File: src/rtl/fixed_unsigned_accumulator.sv
`default_nettype none
// ============================================================================
// Module   : fixed_unsigned_accumulator
// Brief    : Sums IN_DEPTH consecutive unsigned fixed-point beats into one wide
//            registered result with valid/ready on both sides. The optional
//            saturating mode with overflow flag is enabled by defining
//            FIXED_UNSIGNED_ACC_SAT_EN.
// Revision : 1.0 - initial release
// ============================================================================
module fixed_unsigned_accumulator #(
    parameter int IN_WIDTH      = 8,
    parameter int IN_FRAC_WIDTH = 4,
    parameter int IN_DEPTH      = 4,
    parameter int OUT_WIDTH     = IN_WIDTH + $clog2(IN_DEPTH)
) (
    input  logic                 clk,
    input  logic                 rst,
    input  logic [IN_WIDTH-1:0]  data_in,
    input  logic                 data_in_valid,
    output logic                 data_in_ready,
    output logic [OUT_WIDTH-1:0] data_out,
    output logic                 data_out_valid,
    input  logic                 data_out_ready
`ifdef FIXED_UNSIGNED_ACC_SAT_EN
    ,
    output logic                 overflow
`endif
);

    localparam int c_CNT_W = (IN_DEPTH > 1) ? $clog2(IN_DEPTH) : 1;
    localparam logic [c_CNT_W-1:0] c_LAST = c_CNT_W'(IN_DEPTH - 1);
    localparam logic [c_CNT_W-1:0] c_ONE  = c_CNT_W'(1);

    if (IN_DEPTH < 1) begin : g_chk_depth
        $error("fixed_unsigned_accumulator: IN_DEPTH must be >= 1");
    end
    if (OUT_WIDTH < IN_WIDTH) begin : g_chk_out_width
        $error("fixed_unsigned_accumulator: OUT_WIDTH must be >= IN_WIDTH");
    end
    if ((IN_FRAC_WIDTH < 0) || (IN_FRAC_WIDTH > IN_WIDTH)) begin : g_chk_frac
        $error("fixed_unsigned_accumulator: IN_FRAC_WIDTH out of range");
    end

    logic [c_CNT_W-1:0]   r_cnt;
    logic [OUT_WIDTH-1:0] r_acc;
    logic [OUT_WIDTH-1:0] r_out;
    logic                 r_out_valid;

    logic                 w_in_ready;
    logic                 w_in_fire;
    logic                 w_out_fire;
    logic                 w_last;
    logic [OUT_WIDTH-1:0] w_ext;
    logic [OUT_WIDTH-1:0] w_sum;

    // Ready only depends on the output slot, so a finished sum is never overwritten.
    assign w_in_ready = ~r_out_valid | data_out_ready;
    assign w_in_fire  = data_in_valid & w_in_ready;
    assign w_out_fire = r_out_valid & data_out_ready;
    assign w_last     = (r_cnt == c_LAST);
    assign w_ext      = OUT_WIDTH'(data_in);

`ifdef FIXED_UNSIGNED_ACC_SAT_EN
    logic [OUT_WIDTH:0] w_sum_wide;
    logic               w_carry;
    logic               r_ovf_acc;
    logic               r_overflow;

    assign w_sum_wide = {1'b0, r_acc} + {1'b0, w_ext};
    assign w_carry    = w_sum_wide[OUT_WIDTH];
    // Once a block has clamped it stays at all-ones until the block closes.
    assign w_sum      = (w_carry | r_ovf_acc) ? {OUT_WIDTH{1'b1}} : w_sum_wide[OUT_WIDTH-1:0];

    always_ff @(posedge clk) begin
        if (rst) begin
            r_ovf_acc  <= 1'b0;
            r_overflow <= 1'b0;
        end else if (w_in_fire) begin
            if (w_last) begin
                r_overflow <= r_ovf_acc | w_carry;
                r_ovf_acc  <= 1'b0;
            end else begin
                r_ovf_acc  <= r_ovf_acc | w_carry;
            end
        end
    end

    assign overflow = r_overflow;
`else
    assign w_sum = r_acc + w_ext;
`endif

    always_ff @(posedge clk) begin
        if (rst) begin
            r_cnt       <= '0;
            r_acc       <= '0;
            r_out       <= '0;
            r_out_valid <= 1'b0;
        end else begin
            if (w_in_fire) begin
                if (w_last) begin
                    r_out <= w_sum;
                    r_acc <= '0;
                    r_cnt <= '0;
                end else begin
                    r_acc <= w_sum;
                    r_cnt <= r_cnt + c_ONE;
                end
            end
            // A new sum loading takes priority over the drain of the old one.
            if (w_in_fire && w_last) begin
                r_out_valid <= 1'b1;
            end else if (w_out_fire) begin
                r_out_valid <= 1'b0;
            end
        end
    end

    assign data_in_ready  = w_in_ready;
    assign data_out       = r_out;
    assign data_out_valid = r_out_valid;

endmodule
`default_nettype wire

File: config.mk
export PLATFORM = sky130hd
export DESIGN_NAME = fixed_unsigned_accumulator
export DESIGN_NICKNAME = d
export VERILOG_FILES = /design/src/rtl/fixed_unsigned_accumulator.sv
export SDC_FILE = /design/constraint.sdc
export NUM_CORES = 1
export LEC_CHECK = 0
export CORE_MARGIN = 2
export CORE_UTILIZATION = 46
export DETAILED_ROUTE_END_ITERATION = 7
export GPL_ROUTABILITY_DRIVEN = 0
export GPL_TIMING_DRIVEN = 0
export PLACE_DENSITY = 0.74
export SLEW_MARGIN = 20
export SYNTH_ARGS = -nofsm -noshare
export SYNTH_HDL_FRONTEND = slang
export SYNTH_SLANG_ARGS = --single-unit
File: constraint.sdc
create_clock -name clk -period 2.29 [get_ports clk]
set_clock_uncertainty 0.2 [all_clocks]
set_input_delay 0.458 -clock clk [delete_from_list [all_inputs] [get_ports clk]]
set_output_delay 0.458 -clock clk [all_outputs]
set_load 0.005 [all_outputs]
==> reports/metrics.cfg <==
[status]
status=finished clean

[clock_network]
clkTransAtPathRegs_ns=0.13
cts_tree=built
numCtsBuffers=3
clock-sinks=23
clockRootBuffer=clkbuf_4
cts_max_level=1
clock_latency_ns=0.31
cts_buffer_depth=2
ctsHoldBuffers=0

[synth]
syn_nets=179
synthesis.area_um2=1320
syn_area_per_cell_um2=8.41
synthCells=157
synth_warnings=0
synth_top_area_cell=dfxtp_1
ys_ff_latch=23
yosysSeqAreaShare_pct=34.9
netlist.area_leader.share_pct=34.9
synth.area.top_cells=dfxtp_1, ha_1, a21oi_1, nor3_1, nor2_1
synth_cell_types=43

[placed_design]
numPortBuffers=23
dp_hpwl_um=2350
dp_slack_ns=-0.572

[grt]
grt_pass1_vias=1319
grt_antenna_before_repair=0
grt_max_degree=13
track_usage_pct=22.8
grt_first_pass_wirelength_um=5780
grt_overflow=0

[setup_path]
reg2reg_from=r_acc[0]$_SDFFE_PP0P_
cp.arrival_ns=2.28
end_kind=register
crit_type=in2reg
cp_max_fo=4
startpoint_type=input port
r2r-end=data_out[6]$_SDFFE_PP0P_
required_ns=2.30
regToRegSetupSlack_ns=0.10
reg2regPathDepth=8

[timing]
setup_slack_ns=0.0250
finalHoldViolCount=0
fin_crit_ns=2.26
drv_slew=0
max_freq_ghz=0.442
fin_crit_sh_pct=98.9
maxSlewHeadroom_pct=63.1
fin_tns_setup_ns=0
worst_pin_slew_ns=0.553
finalSetupViolations=0
rsz0062_at_grt=no

[pwr]
pwr_density_cell_nw_per_um2=544
power.share.sequential_pct=47.2
leakagePower_uw=0.000667
p_comb_share_pct=32.6
ir_drop_uv=370
clkPwrFrac_pct=20.3
switching_share_pct=32.9
switchingPower_uw=308
intPower_uw=626

[die]
fp.dieH_um=57.6
start_util_pct=48.3
core_area_um2=2730
die_area_um2=3310
num_rows=19
fp.dieW_um=57.6
io_pins=24

[routing]
vias_per_cell=5.90
wl_met2_um=1710
vias=1299
top_layer_used=met4
wl_per_cell_um=15.8
drc=0
route.met3.wl_um=122
postRouteAntennaNets=0
totalWireLength_um=3480
drt_iter0_drc=27
wl_met1_um=1560
first_pass_iters=4

[cells_and_area]
final_layout_size_suffix_gt1_share_pct=16.9
fillers=247
diodes=0
area_delta_synth_final_pct=30.0
nets=212

[min_path]
min_to=data_out[8]$_SDFFE_PP0P_
hp-class=reg2reg
hp-start=data_out[8]$_SDFFE_PP0P_
holdPathStages=2

[job]
cap_violations=0

[worst max-delay path: stages]
cell             delay, ns
clkdlybuf4s50_1       0.41
ha_1                  0.38
o211a_1               0.30
a211oi_2              0.29
o21a_2                0.20
nor4_2                0.04
o21a_1                0.20
[cell families after synthesis]
kind of cell	share of synthesized area (%)
AO/OA/AOI/OAI	24.6
adder cells (fa/ha/maj)	10.0
flip-flops	34.9
buffers and inverters	4.74
AND/OR/NAND/NOR	23.0
XOR/XNOR	2.65
[worst max-delay path by stage]
stage	endpoint	start	slack, ns	cells past startpoint
final	r_acc[7]$_SDFFE_PP0P_	data_in[2]	0.03	7
after global placement	data_out[6]$_SDFFE_PP0P_	data_in[0]	-0.56	9
after CTS	r_acc[7]$_SDFFE_PP0P_	data_in[4]	0.04	7
after floorplan	data_out[6]$_SDFFE_PP0P_	data_in[0]	0.05	8
after global routing	data_out[9]$_SDFFE_PP0P_	data_in[6]	0.01	8
after detailed placement	data_out[6]$_SDFFE_PP0P_	data_in[0]	-0.57	9
[power by group through the flow]
stage | clock network (uW) | registers (uW) | logic (uW)
floorplan | 0 | 443 | 191
global placement | 0 | 445 | 247
detailed placement | 0 | 447 | 255
CTS | 196 | 438 | 286
global route | 220 | 443 | 330
finish | 190 | 440 | 304
[sequential cells by signal, summed over array words and instances, names as in the netlist]
| signal | flops |
|---|---|
| data_out | 10 |
| data_out_valid | 1 |
| r_cnt | 2 |
| r_acc | 10 |
[synth_stat cells (all sizes together)]
cell type  count
nand2         12
a32o           1
o21a           5
and2           3
a211oi         4
o211a          1
and4           1
clkinv         1
nor3b          1
clkbuf         4
a211o          1
xnor2          1
o21ai          5
nor4           1
a2bb2oi        1
fa             1
or3            2
a31o           1
buf            3
a21oi         20
a21o           3
and3           1
ha             9
or4            2
nor4b          1
nand3          7
nor2          13
a2111oi        1
nand2b         2
nor3          10
inv            7
nand4          2
xor2           3
o211ai         1
dfxtp         23
a31oi          2
a22oi          1
[cells in the final DEF (no fill, tap or decap), drive strengths merged, types with 4 or more instances in the layout]
cell type / n
clkdlybuf4s50: 21
ha: 9
nand3: 7
nand2: 12
dfxtp: 23
buf: 8
nor2: 13
a211oi: 4
a21oi: 20
clkbuf: 8
inv: 7
nor3: 10
o21ai: 5
o21a: 5
[repair_timing]
item | 4_1_cts | 5_1_grt
setup buffers | 5 | 0
setup endpoints to repair | 4 | 5
gates resized for setup | 11 | 5
pin swaps | 6 | 1
[per-layer routing]
metal,GRT usage [%],vias up
met5,0,-
met4,13.0,0
met3,4.31,12
met2,38.0,42
li1,-,631
met1,27.2,614
[final cells by class]
cell class                      instances  area (um^2)  area share (%)
Multi-Input combinational cell        119          862            50.2
Sequential cell                        23          462            26.9
Timing Repair Buffer                   28          265            15.5
Tap cell                               31         38.8            2.26
Buffer                                  7         32.5            1.90
Inverter                                8         30.0            1.75
Clock buffer                            4         26.3            1.53
[metrics by stage]
| step | hold slack, ns | instance area [um^2] | power (uW) | std cells | util [%] |
|---|---|---|---|---|---|
| 3_5_place_dp | 0.246 | 1590 | 703 | 211 | 58.1 |
| 6_report | 0.269 | 1720 | 934 | 220 | 62.8 |
| 3_3_place_gp | 0.242 | 1590 | 692 | 211 | 58.1 |
| 4_1_cts | 0.272 | 1690 | 920 | 220 | 61.8 |
| 2_1_floorplan | 0.236 | 1320 | 633 | 157 | - |
| 5_1_grt | 0.288 | 1720 | 993 | 220 | 62.8 |
Power figures use the tool's default switching activity.
